### src/rtl/pipe_hazard_ctrl_pkg.sv
// Shared pipeline-control types: sequencer states and LM/SM opcodes.
package risc_pipe_pkg;

   typedef enum logic {
      IDLE,
      MULTI
   } state_t;

   localparam logic [3:0] OP_LM = 4'b0110;
   localparam logic [3:0] OP_SM = 4'b0111;

endpackage

### src/rtl/pipe_hazard_ctrl_if.sv
// Hazard-controller bundle: pipeline status in, stage enables/flushes out.
interface pipe_hazard_ctrl_if #(
   parameter int NREG = 8
);
   logic            mem_stall;
   logic            ex_redirect;
   logic            ex_memread;
   logic            ex_dest_wr;
   logic [2:0]      ex_dest;
   logic            rr_valid;
   logic [3:0]      rr_op;
   logic [NREG-1:0] rr_mask;
   logic            rr_use_a;
   logic            rr_use_b;
   logic [2:0]      rr_src_a;
   logic [2:0]      rr_src_b;
   logic            pc_write;
   logic            if_id_write;
   logic            id_rr_write;
   logic            rr_ex_write;
   logic            ex_mem_write;
   logic            if_flush;
   logic            id_flush;
   logic            rr_flush;
   logic            multi_active;
   logic [2:0]      multi_reg;
   logic [2:0]      multi_cnt;

   modport master (
      output mem_stall, ex_redirect, ex_memread, ex_dest_wr,
      output ex_dest, rr_valid, rr_op, rr_mask,
      output rr_use_a, rr_use_b, rr_src_a, rr_src_b,
      input  pc_write, if_id_write, id_rr_write,
      input  rr_ex_write, ex_mem_write,
      input  if_flush, id_flush, rr_flush,
      input  multi_active, multi_reg, multi_cnt
   );

   modport slave (
      input  mem_stall, ex_redirect, ex_memread, ex_dest_wr,
      input  ex_dest, rr_valid, rr_op, rr_mask,
      input  rr_use_a, rr_use_b, rr_src_a, rr_src_b,
      output pc_write, if_id_write, id_rr_write,
      output rr_ex_write, ex_mem_write,
      output if_flush, id_flush, rr_flush,
      output multi_active, multi_reg, multi_cnt
   );
endinterface

### src/rtl/pipe_hazard_ctrl_lowbit_enc.sv
// Lowest-set-bit encoder: index, valid flag and one-hot clear mask.
module lowbit_enc #(
   parameter  int NREG = 8,
   localparam int IW   = $clog2(NREG)
) (
   input  logic [NREG-1:0] mask,
   output logic [IW-1:0]   idx,
   output logic            valid,
   output logic [NREG-1:0] clr
);
   always_comb begin
      idx = '0;
      for (int i = NREG - 1; i >= 0; i--)
         if (mask[i]) idx = IW'(i);
   end

   assign valid = |mask;
   // two's-complement trick isolates the lowest set bit
   assign clr   = mask & (~mask + NREG'(1));
endmodule

### src/rtl/pipe_hazard_ctrl.sv
// Pipeline sequencer: stalls, flushes and LM/SM micro-op walk.
// Optional perf counters under PIPE_CTRL_PERF_EN.
import risc_pipe_pkg::*;

module pipe_hazard_ctrl #(
   parameter int NREG  = 8,
   parameter int CNT_W = 16
) (
   input  logic             clk,
   input  logic             rst,
`ifdef PIPE_CTRL_PERF_EN
   output logic [CNT_W-1:0] perf_stall_cyc,
   output logic [CNT_W-1:0] perf_flush_cnt,
`endif
   pipe_hazard_ctrl_if.slave hz
);
   state_t          state, nxt_state;
   logic [NREG-1:0] rem, nxt_rem;
   logic [2:0]      cnt, nxt_cnt;
   logic [NREG-1:0] enc_in, clr;
   logic [2:0]      idx;
   logic            valid, more, lu, lmsm;

   assign enc_in = (state == MULTI) ? rem : hz.rr_mask;

   lowbit_enc #(.NREG(NREG)) u_enc (
      .mask  (enc_in),
      .idx   (idx),
      .valid (valid),
      .clr   (clr)
   );

   assign more = |(enc_in & ~clr);
   assign lmsm = hz.rr_valid &
                 (hz.rr_op == OP_LM || hz.rr_op == OP_SM);
   assign lu   = hz.ex_memread & hz.ex_dest_wr & hz.rr_valid &
                 ((hz.rr_use_a & (hz.rr_src_a == hz.ex_dest)) |
                  (hz.rr_use_b & (hz.rr_src_b == hz.ex_dest)));

   always_comb begin
      hz.pc_write     = 1'b1;
      hz.if_id_write  = 1'b1;
      hz.id_rr_write  = 1'b1;
      hz.rr_ex_write  = 1'b1;
      hz.ex_mem_write = 1'b1;
      hz.if_flush     = 1'b0;
      hz.id_flush     = 1'b0;
      hz.rr_flush     = 1'b0;
      hz.multi_active = 1'b0;
      hz.multi_reg    = '0;
      hz.multi_cnt    = '0;
      nxt_state       = state;
      nxt_rem         = rem;
      nxt_cnt         = cnt;
      if (hz.mem_stall) begin
         hz.pc_write     = 1'b0;
         hz.if_id_write  = 1'b0;
         hz.id_rr_write  = 1'b0;
         hz.rr_ex_write  = 1'b0;
         hz.ex_mem_write = 1'b0;
         if (state == MULTI) begin
            hz.multi_active = 1'b1;
            hz.multi_reg    = idx;
            hz.multi_cnt    = cnt;
         end
      end else if (hz.ex_redirect) begin
         // the LM/SM is younger than the branch, so it dies too
         hz.if_flush = 1'b1;
         hz.id_flush = 1'b1;
         hz.rr_flush = 1'b1;
         nxt_state   = IDLE;
         nxt_rem     = '0;
         nxt_cnt     = '0;
      end else if (state == MULTI) begin
         hz.multi_active = 1'b1;
         hz.multi_reg    = idx;
         hz.multi_cnt    = cnt;
         if (more) begin
            hz.pc_write    = 1'b0;
            hz.if_id_write = 1'b0;
            hz.id_rr_write = 1'b0;
            nxt_rem        = enc_in & ~clr;
            nxt_cnt        = cnt + 3'd1;
         end else begin
            nxt_state = IDLE;
            nxt_rem   = '0;
            nxt_cnt   = '0;
         end
      end else if (lmsm) begin
         if (!valid) begin
            hz.rr_flush = 1'b1;
         end else begin
            hz.multi_active = 1'b1;
            hz.multi_reg    = idx;
            if (more) begin
               hz.pc_write    = 1'b0;
               hz.if_id_write = 1'b0;
               hz.id_rr_write = 1'b0;
               nxt_state      = MULTI;
               nxt_rem        = enc_in & ~clr;
               nxt_cnt        = 3'd1;
            end
         end
      end else if (lu) begin
         hz.pc_write    = 1'b0;
         hz.if_id_write = 1'b0;
         hz.id_rr_write = 1'b0;
         hz.rr_flush    = 1'b1;
      end
   end

   always_ff @(posedge clk) begin
      if (rst) begin
         state <= IDLE;
         rem   <= '0;
         cnt   <= '0;
      end else if (!hz.mem_stall) begin
         state <= nxt_state;
         rem   <= nxt_rem;
         cnt   <= nxt_cnt;
      end
   end

`ifdef PIPE_CTRL_PERF_EN
   always_ff @(posedge clk) begin
      if (rst) begin
         perf_stall_cyc <= '0;
         perf_flush_cnt <= '0;
      end else begin
         if (!hz.pc_write && !(&perf_stall_cyc))
            perf_stall_cyc <= perf_stall_cyc + CNT_W'(1);
         if (hz.ex_redirect && !hz.mem_stall &&
             !(&perf_flush_cnt))
            perf_flush_cnt <= perf_flush_cnt + CNT_W'(1);
      end
   end
`endif
endmodule

### src/flat_wrapper.sv
// flat-port wrapper written by rule: the top's interface ports become plain ports
module pipe_hazard_ctrl_flat 
#(
   parameter int NREG  = 8,
   parameter int CNT_W = 16
)
  (clk, rst, hz_mem_stall, hz_ex_redirect, hz_ex_memread, hz_ex_dest_wr, hz_ex_dest, hz_rr_valid, hz_rr_op, hz_rr_mask, hz_rr_use_a, hz_rr_use_b, hz_rr_src_a, hz_rr_src_b, hz_pc_write, hz_if_id_write, hz_id_rr_write, hz_rr_ex_write, hz_ex_mem_write, hz_if_flush, hz_id_flush, hz_rr_flush, hz_multi_active, hz_multi_reg, hz_multi_cnt);
  pipe_hazard_ctrl_if #(.NREG(NREG)) hz_i ();
  input  logic clk;
  input  logic rst;
  input wire logic [$bits(hz_i.mem_stall)-1:0] hz_mem_stall;
  input wire logic [$bits(hz_i.ex_redirect)-1:0] hz_ex_redirect;
  input wire logic [$bits(hz_i.ex_memread)-1:0] hz_ex_memread;
  input wire logic [$bits(hz_i.ex_dest_wr)-1:0] hz_ex_dest_wr;
  input wire logic [$bits(hz_i.ex_dest)-1:0] hz_ex_dest;
  input wire logic [$bits(hz_i.rr_valid)-1:0] hz_rr_valid;
  input wire logic [$bits(hz_i.rr_op)-1:0] hz_rr_op;
  input wire logic [$bits(hz_i.rr_mask)-1:0] hz_rr_mask;
  input wire logic [$bits(hz_i.rr_use_a)-1:0] hz_rr_use_a;
  input wire logic [$bits(hz_i.rr_use_b)-1:0] hz_rr_use_b;
  input wire logic [$bits(hz_i.rr_src_a)-1:0] hz_rr_src_a;
  input wire logic [$bits(hz_i.rr_src_b)-1:0] hz_rr_src_b;
  output wire logic [$bits(hz_i.pc_write)-1:0] hz_pc_write;
  output wire logic [$bits(hz_i.if_id_write)-1:0] hz_if_id_write;
  output wire logic [$bits(hz_i.id_rr_write)-1:0] hz_id_rr_write;
  output wire logic [$bits(hz_i.rr_ex_write)-1:0] hz_rr_ex_write;
  output wire logic [$bits(hz_i.ex_mem_write)-1:0] hz_ex_mem_write;
  output wire logic [$bits(hz_i.if_flush)-1:0] hz_if_flush;
  output wire logic [$bits(hz_i.id_flush)-1:0] hz_id_flush;
  output wire logic [$bits(hz_i.rr_flush)-1:0] hz_rr_flush;
  output wire logic [$bits(hz_i.multi_active)-1:0] hz_multi_active;
  output wire logic [$bits(hz_i.multi_reg)-1:0] hz_multi_reg;
  output wire logic [$bits(hz_i.multi_cnt)-1:0] hz_multi_cnt;
  assign hz_i.mem_stall = hz_mem_stall;
  assign hz_i.ex_redirect = hz_ex_redirect;
  assign hz_i.ex_memread = hz_ex_memread;
  assign hz_i.ex_dest_wr = hz_ex_dest_wr;
  assign hz_i.ex_dest = hz_ex_dest;
  assign hz_i.rr_valid = hz_rr_valid;
  assign hz_i.rr_op = hz_rr_op;
  assign hz_i.rr_mask = hz_rr_mask;
  assign hz_i.rr_use_a = hz_rr_use_a;
  assign hz_i.rr_use_b = hz_rr_use_b;
  assign hz_i.rr_src_a = hz_rr_src_a;
  assign hz_i.rr_src_b = hz_rr_src_b;
  assign hz_pc_write = hz_i.pc_write;
  assign hz_if_id_write = hz_i.if_id_write;
  assign hz_id_rr_write = hz_i.id_rr_write;
  assign hz_rr_ex_write = hz_i.rr_ex_write;
  assign hz_ex_mem_write = hz_i.ex_mem_write;
  assign hz_if_flush = hz_i.if_flush;
  assign hz_id_flush = hz_i.id_flush;
  assign hz_rr_flush = hz_i.rr_flush;
  assign hz_multi_active = hz_i.multi_active;
  assign hz_multi_reg = hz_i.multi_reg;
  assign hz_multi_cnt = hz_i.multi_cnt;
  pipe_hazard_ctrl #(.NREG(NREG), .CNT_W(CNT_W)) u_core (.clk(clk), .rst(rst), .hz(hz_i));
endmodule
### config.mk
export PLATFORM = sky130hd
export DESIGN_NAME = pipe_hazard_ctrl_flat
export DESIGN_NICKNAME = d
export VERILOG_FILES = /design/src/rtl/pipe_hazard_ctrl_pkg.sv /design/src/rtl/pipe_hazard_ctrl_if.sv /design/src/rtl/pipe_hazard_ctrl_lowbit_enc.sv /design/src/rtl/pipe_hazard_ctrl.sv /design/src/flat_wrapper.sv
export SDC_FILE = /design/constraint.sdc
export NUM_CORES = 1
export LEC_CHECK = 0
export CORE_ASPECT_RATIO = 0.6
export CORE_MARGIN = 4
export CORE_UTILIZATION = 43
export DETAILED_ROUTE_END_ITERATION = 10
export PLACE_DENSITY_LB_ADDON = 0.25
export RECOVER_POWER = 50
export SLEW_MARGIN = 10
export SYNTH_ARGS = -nofsm -noshare
export SYNTH_HDL_FRONTEND = slang
export SYNTH_SLANG_ARGS = --single-unit
### constraint.sdc
create_clock -name clk -period 3 [get_ports clk]
set_input_delay 0.6 -clock clk [delete_from_list [all_inputs] [get_ports clk]]
set_output_delay 0.6 -clock clk [all_outputs]
set_load 0.1 [all_outputs]
==> results.yml, run 1 <==
status:
  status: "did not finish"
  lastStage: "global routing"
  tool.error: "[ERROR DPL-0038] Utilization greater than 100%, impossible to legalize"
synth:
  yosysMostFrequentCell: "a21oi_1"
  synth_cell_types: 51
  synth_ff_type: "dfxtp_1"
  yosysSeqAreaShare: 0.204
  yosysWarnings: 0
  synth_edf_count: 0
  synth_seq_cells: 11
  synth_top_area_share: 0.204
  ys_top_cells_by_count: "14 x a21oi_1, 11 x dfxtp_1, 9 x nor2_1"
  synthArstFlopShare: 0
  synth_area_um2: 1080
  avgSynthCellArea_um2: 8.17
  synth_cells: 132
  yosys.area.top_type: "dfxtp_1"
  netlist_top_cells_area: "dfxtp_1 20%, a21oi_1 6.5%, o211ai_1 5.6%"
  syn-num-nets: 163
sta:
  worstEndpointType: "top-level output"
  worst_endpoint: "hz_if_id_write"
placed_design:
  place_ws_ns: -0.265
  routabilityCongestion: 0.994
  place.port_buffers: 43
  placed_area_um2: 1950
  dp_hpwl_um: 3650
clocking:
  cts_buffer_depth: 2
  cts_root_buffer: "clkbuf_8"
  clkSinkCount: 11
  cts-htree-levels: 1
  cts_hold_buffers: 0
  numCtsBuffers: 3
floorplanning:
  dieHeight_um: 46.8
  ios: 45
  num_rows: 13
  start_util: 0.474
  die_x_um: 72.7
grt:
  grt_max_degree: 10
[cells by family after synthesis]
logic type      after synthesis  synth area share
mux                           7            0.0708
simple gates                 43             0.226
fa+ha+maj                     2            0.0209
buf+inv                      13            0.0673
flops                        11             0.204
xor+xnor                      7            0.0568
compound gates               49             0.354
[timing repair]
item,in CTS
gates resized for setup,33
setup buffers,10
endpoints found under the setup margin,7
endpoints found under the hold margin,0
pin swaps,10
cloned,0
[through the flow]
| stage | cells | hold slack (ns) | TNS (ns) | util |
|---|---|---|---|---|
| CTS | 241 | 0.521 | 0 | 0.934 |
| detailed placement | 227 | 0.510 | -1.52 | 0.857 |
| global placement | 227 | 0.478 | -0.950 | 0.857 |
| floorplan | 132 | 0.438 | -1.40 | - |
==> run 2, diff against run 1 <==
- CORE_AREA: not set -> 4 4 65 67
- CORE_ASPECT_RATIO: 0.6 -> not set
- CORE_MARGIN: 4 -> not set
- CORE_UTILIZATION: 43 -> not set
- DIE_AREA: not set -> 0 0 69 71
- PLACE_DENSITY_LB_ADDON: 0.25 -> 0.15
==> run 2 against run 1 <==
Effect of this change: area after synthesis stayed put; synthesized cell count unchanged; the run now ends clean.
==> results.yml, run 2 <==
status:
  status: "completed"
clocking:
  cts_root_buffer: "clkbuf_8"
  cts_tree: "built"
  numCtsBuffers: 3
  clkSinkCount: 11
  cts-htree-levels: 1
  cts_buffer_depth: 2
  clk_pin_slew_ns: 0.06
  cts_hold_buffers: 0
  clk_latency_ns: 0.24
synth:
  synthArstFlopShare: 0
  yosysSeqAreaShare: 0.204
  synth_ff_type: "dfxtp_1"
  ys_top_cells_by_count: "14 x a21oi_1, 11 x dfxtp_1, 9 x nor2_1"
  synth_mux_area_frac: 0.0708
  synth_top_family_by_area: "compound AO/OA/AOI/OAI gates"
  synth_cell_types: 51
  yosys.area.top_type: "dfxtp_1"
  synth_seq_cells: 11
  netlist_top_cells_area: "dfxtp_1 20%, a21oi_1 6.5%, o211ai_1 5.6%"
  synth_area_um2: 1080
  yosysWarnings: 0
  yosysMostFrequentCell: "a21oi_1"
  synth_fa_ha_area_frac: 0.0209
  syn-num-nets: 163
  synth-compound-area-share: 0.354
  avgSynthCellArea_um2: 8.17
  synth_xor_area_frac: 0.0568
  synth_top_area_share: 0.204
  synth_edf_count: 0
  synth-simple-area-share: 0.226
  synth_cells: 132
layout:
  reg_top3: "u_core.rem (7), u_core.cnt (3), u_core.state (1)"
  layout_common_cells: "32 x buf_4, 20 x clkdlybuf4s50_1, 16 x buf_12, 10 x a21oi_1, 10 x dfxtp_1"
  regMostFlops: "u_core.rem"
  largest_reg_flops: 7
  syn2layout_area_growth_pct: 99.7
  layout-drive-gt1-share: 0.464
  nets: 239
  fillers: 322
  diodes: 0
  final_common_cell: "buf_4"
grt:
  busiest_layer: "met2"
  grt_first_pass_wirelength_um: 6280
  grt_max_degree: 14
  first_global_vias: 1308
  met3_usage: 0.0398
  antenna_found_initial: 0
  grt_overflow_total: 0
  met1_usage: 0.178
  met2_usage: 0.280
  grt_util_all_layers: 0.154
sta:
  max-slew-margin-rel: 0.647
  period_minus_slack_ns: 2.94
  report.final.slew_viol_count: 0
  clock_skew_ns: 0.0103
  timing.final.crit_share: 0.981
  fmax_ghz: 0.340
  hold_slack_ns: 0.481
  worstMarginPinSlew_ns: 0.528
  finalSetupViolations: 0
  finalHoldViolCount: 0
  grt_setup_unrepaired: "true"
floorplanning:
  num_rows: 22
  die_x_um: 69
  ios: 45
  start_util: 0.297
  dieHeight_um: 71
  dieArea_um2: 4900
  core_um2: 3630
job:
  drv_cap: 0
drt:
  drc: 0
  via_per_inst: 5.17
  num_vias: 1318
  wl_per_cell_um: 14.9
  drtPass1Iterations: 4
  drt-total-wl_um: 3810
  ant_nets: 0
  drt_iter0_drc: 38
placed_design:
  dp_hpwl_um: 3010
  routabilityCongestion: 0.879
  place.port_buffers: 43
setup_path:
  crit_type: "primary input to primary output"
  worstSetupStartpointType: "primary input"
  worstPathArrival_ns: 2.34
  cpPeakStageDelay_ns: 0.31
  cp_cell_sequence: "dlygate4sd2_1, mux2_4, buf_4, a211oi_4, o211ai_4, a221oi_4, buf_12, buf_12"
  critPathMaxFanout: 3
  rr_startpoint: "u_core.state"
  crit_required_ns: 2.40
  crit_path_end_kind: "primary output"
  crit_path_start: "hz_rr_mask[3]"
  cpMostUsedCell: "buf_12"
  cpMaxStageDelayCell: "a221oi_4"
  regToRegSetupSlack_ns: 0.65
power_and_ir_drop:
  leakagePower_nw: 0.870
  power_mw: 0.563
  power.density_nw_per_um2: 262
  ir_drop_uv: 199
min_path:
  hold_class: "flop to flop"
  min-delay-start: "u_core.rem[7]"
[run 2: cell counts after synthesis]
No cell type changed its count.
[run 2: metal layers]
layer / part of all wire / vias up
li1: - / 651
met1: 0.40 / 621
met2: 0.53 / 37
met3: 0.045 / 9
met4: 0.019 / 0
met5: 0 / -
[run 2: cell type report]
cell class / instances / area, µm² / share of cell area
inverters: 6 / 26.3 / 0.0122
well taps: 48 / 60.1 / 0.0279
multi-input cells: 108 / 956 / 0.444
clock buffers: 4 / 45.0 / 0.0209
repair buffers: 78 / 842 / 0.391
flip-flops and latches: 11 / 224 / 0.104
[run 2: cells by family after synthesis]
group,count (synthesis)
XOR/XNOR,7
multiplexers,7
AO/OA/AOI/OAI,49
flip-flops,11
adder cells (fa/ha/maj),2
buffers and inverters,13
AND/OR/NAND/NOR,43
[run 2: timing repair]
| action | in CTS | in global routing |
|---|---|---|
| resized for setup | 34 | 11 |
| setup buffers | 4 | 5 |
| gates cloned | 0 | 0 |
| endpoints found under the setup margin | 6 | 5 |
| pin swaps | 9 | 8 |
[run 2: final timing paths]
kind,end,cells after the start
setup / recovery,hz_id_rr_write,8
setup reg to reg,u_core.rem[3],10
hold reg to reg,u_core.rem[7],2
hold / removal,u_core.rem[7],2
[run 2: where the power goes]
group          total, mW  leakage, nW  switching (mW)  internal (mW)
clock              0.152       0.0228          0.0588         0.0935
sequential         0.154       0.0899         0.00415          0.149
combinational      0.258        0.758           0.137          0.121
[run 2: critical path, delay by kind of cell]
family	cells	cell delay, ns
buffers and inverters	4	0.72
AOI/OAI and AO/OA	3	0.72
muxes	1	0.28
[run 2: metrics by stage]
| stage | instance area, µm² | util | std cells | setup slack, ns | setup TNS [ns] |
|---|---|---|---|---|---|
| after floorplan | 1180 | - | 132 | -0.471 | -1.40 |
| after detailed placement | 1960 | 0.539 | 243 | -0.300 | -1.24 |
| final | 2150 | 0.593 | 255 | 0.0558 | 0 |
| after global placement | 1960 | 0.539 | 243 | -0.265 | -1.10 |
| after global routing | 2150 | 0.593 | 255 | -0.0189 | -0.0583 |
| after CTS | 2080 | 0.573 | 250 | -0.0000300 | -0.0000300 |
Power figures use the tool's default switching activity.
==> run 3, diff against run 2 <==
- CTS_CLUSTER_DIAMETER: not set -> 30
==> results of run 3 <==
Same layout as run 2: the final DEF is identical, and so are final timing and power.
==> run 4, diff against run 3 <==
- PLACE_DENSITY: not set -> 0.59
- PLACE_DENSITY_LB_ADDON: 0.15 -> not set
==> run 4 against run 3 <==
Effect of this change: power decreased by 1.8%; critical path depth unchanged; sequential share of layout area is 0.055 points higher; sequential power about the same; maximum frequency decreased by 1.4%; combinational power fell by 3%; clock power barely moved; clock-buffer cell count unchanged; sequential cell count unchanged; cell count grew 1.6%; non-clock buffer count grew 4; first-iteration DRC count up 18%.
==> results.yml, run 4 (synthesis gave the netlist of run 2 again) <==
setup_path:
  worstSetupStartpointType: "flop"
  critical-path-top-delay-family: "compound AO/OA/AOI/OAI gates"
  timing.rr.end: "u_core.rem[3]"
  cpMaxStageDelayCell: "dfxtp_4"
  rr_startpoint: "u_core.state"
  crit_type: "flop to primary output"
  critPathMaxFanout: 6
  rr_worst_depth: 9
  regToRegSetupSlack_ns: 0.59
  crit_path_end_kind: "primary output"
  path_depth: 8
  cpPeakStageDelay_ns: 0.36
  crit_required_ns: 2.40
  cp_cell_sequence: "buf_6, mux2_4, or2b_1, a211oi_2, o211ai_4, a221oi_4, buf_12, buf_16"
  worstPathArrival_ns: 2.38
  path_buf_inv: 3
min_path:
  hold_class: "flop to flop"
  hold_depth: 2
  hold_path_end: "u_core.rem[7]"
  min-delay-start: "u_core.rem[7]"
layout:
  syn2layout_area_growth_pct: 98.6
  fin_area_um2: 2140
  largest_reg_flops: 7
  final_common_cell: "buf_4"
  nets: 243
  diodes: 0
  finalNonFillerCells: 259
  layout-drive-gt1-share: 0.450
  regMostFlops: "u_core.rem"
  reg_top3: "u_core.rem (7), u_core.cnt (3), u_core.state (1)"
  layout_common_cells: "35 x buf_4, 20 x clkdlybuf4s50_1, 13 x buf_12, 10 x a21oi_1, 10 x dfxtp_1"
drt:
  wl_per_cell_um: 15.4
  ant_nets: 0
  num_vias: 1362
  via_per_inst: 5.26
  drt_iter0_drc: 45
  drt-total-wl_um: 3990
  drtPass1Iterations: 4
  drc: 0
power_and_ir_drop:
  leakagePower_nw: 0.892
  ir_drop_uv: 252
  power.density_nw_per_um2: 258
grt:
  grt_first_pass_wirelength_um: 6650
  grt_util_all_layers: 0.165
  antenna_found_initial: 0
  met1_usage: 0.191
  first_global_vias: 1401
  met3_usage: 0.0469
  grt_overflow_total: 0
  grt_max_degree: 12
  busiest_layer: "met2"
  met2_usage: 0.296
clocking:
  numCtsBuffers: 3
  clk_latency_ns: 0.24
  clkSinkCount: 11
  cts_buffer_depth: 2
  cts_tree: "built"
  cts-htree-levels: 1
  cts_root_buffer: "clkbuf_8"
  cts_hold_buffers: 0
  clk_pin_slew_ns: 0.05
sta:
  fmax_ghz: 0.335
  fin_setup_tns_ns: 0
  clock_skew_ns: 0.00161
  period_minus_slack_ns: 2.98
  worstMarginPinSlew_ns: 0.981
  finalSetupViolations: 0
  finalHoldViolCount: 0
  grt_setup_unrepaired: "true"
  timing.final.crit_share: 0.995
  max-slew-margin-rel: 0.345
  report.final.slew_viol_count: 0
floorplanning:
  dieArea_um2: 4900
  ios: 45
  start_util: 0.297
  dieHeight_um: 71
  num_rows: 22
  core_um2: 3630
  die_x_um: 69
job:
  drv_cap: 0
placed_design:
  routabilityCongestion: 0.906
  dp_hpwl_um: 3110
  place.port_buffers: 43
  placed_cells: 242
  placed_area_um2: 1950
status:
  status: "completed"
[run 4: changes by cell type in the layout (fill, tap and decap cells not counted), moves of 2 or more]
cell	delta
dlymetal6s2s_1	+2
mux2_2	+2
buf_4	+3
mux2_4	-2
buf_12	-3
[run 4: per-layer routing]
layer,vias to the layer above,routed length (µm),share of wire
li1,663,-,-
met1,648,1660,0.42
met2,44,2080,0.52
met3,7,198,0.050
met4,0,57,0.014
met5,-,0,0
[run 4: area by class of cell]
cell class | instances | area [µm²]
clock buffers | 4 | 45.0
fillers | 342 | 1490
inverters | 6 | 26.3
multi-input cells | 108 | 918
flip-flops and latches | 11 | 224
well taps | 48 | 60.1
repair buffers | 82 | 868
[run 4: stage by stage]
stage                     setup slack, ns  hold slack [ns]  total power, mW  utilization
after floorplan                    -0.471            0.438            0.287            -
after global placement             -0.276            0.462            0.391        0.537
after detailed placement           -0.307            0.469            0.395        0.537
after CTS                         0.00908            0.474            0.554        0.583
after global routing              -0.0591            0.509            0.577        0.590
final                              0.0152            0.479            0.553        0.590
[run 4: worst max-delay path by stage]
stage,slack (ns),startpoint,end
after detailed placement,-0.31,hz_rr_mask[5],hz_if_id_write
after global placement,-0.28,hz_rr_mask[5],hz_id_rr_write
after CTS,0.009,u_core.state,hz_id_rr_write
after floorplan,-0.47,hz_rr_mask[1],hz_if_id_write
after global routing,-0.06,u_core.state,hz_if_id_write
final,0.02,u_core.state,hz_if_id_write
[run 4: worst reg2reg max path, cell delays in order (launching register included)]
cell	delay, ns
dfxtp_4	0.36
buf_6	0.12
mux2_4	0.31
or2b_1	0.27
a211oi_2	0.32
buf_4	0.16
buf_4	0.10
o2111a_2	0.33
nor2_2	0.11
a41o_1	0.23
[run 4: where the power goes]
group / total, mW / internal (mW) / switching, mW
Combinational: 0.249 / 0.114 / 0.135
Sequential: 0.154 / 0.150 / 0.00407
Clock: 0.151 / 0.0934 / 0.0572
[run 4: repair_timing]
action	in CTS	in global routing
gates cloned	0	0
gates resized for setup	31	8
endpoints found under the setup margin	6	5
pin swaps	12	10
buffers inserted	10	4
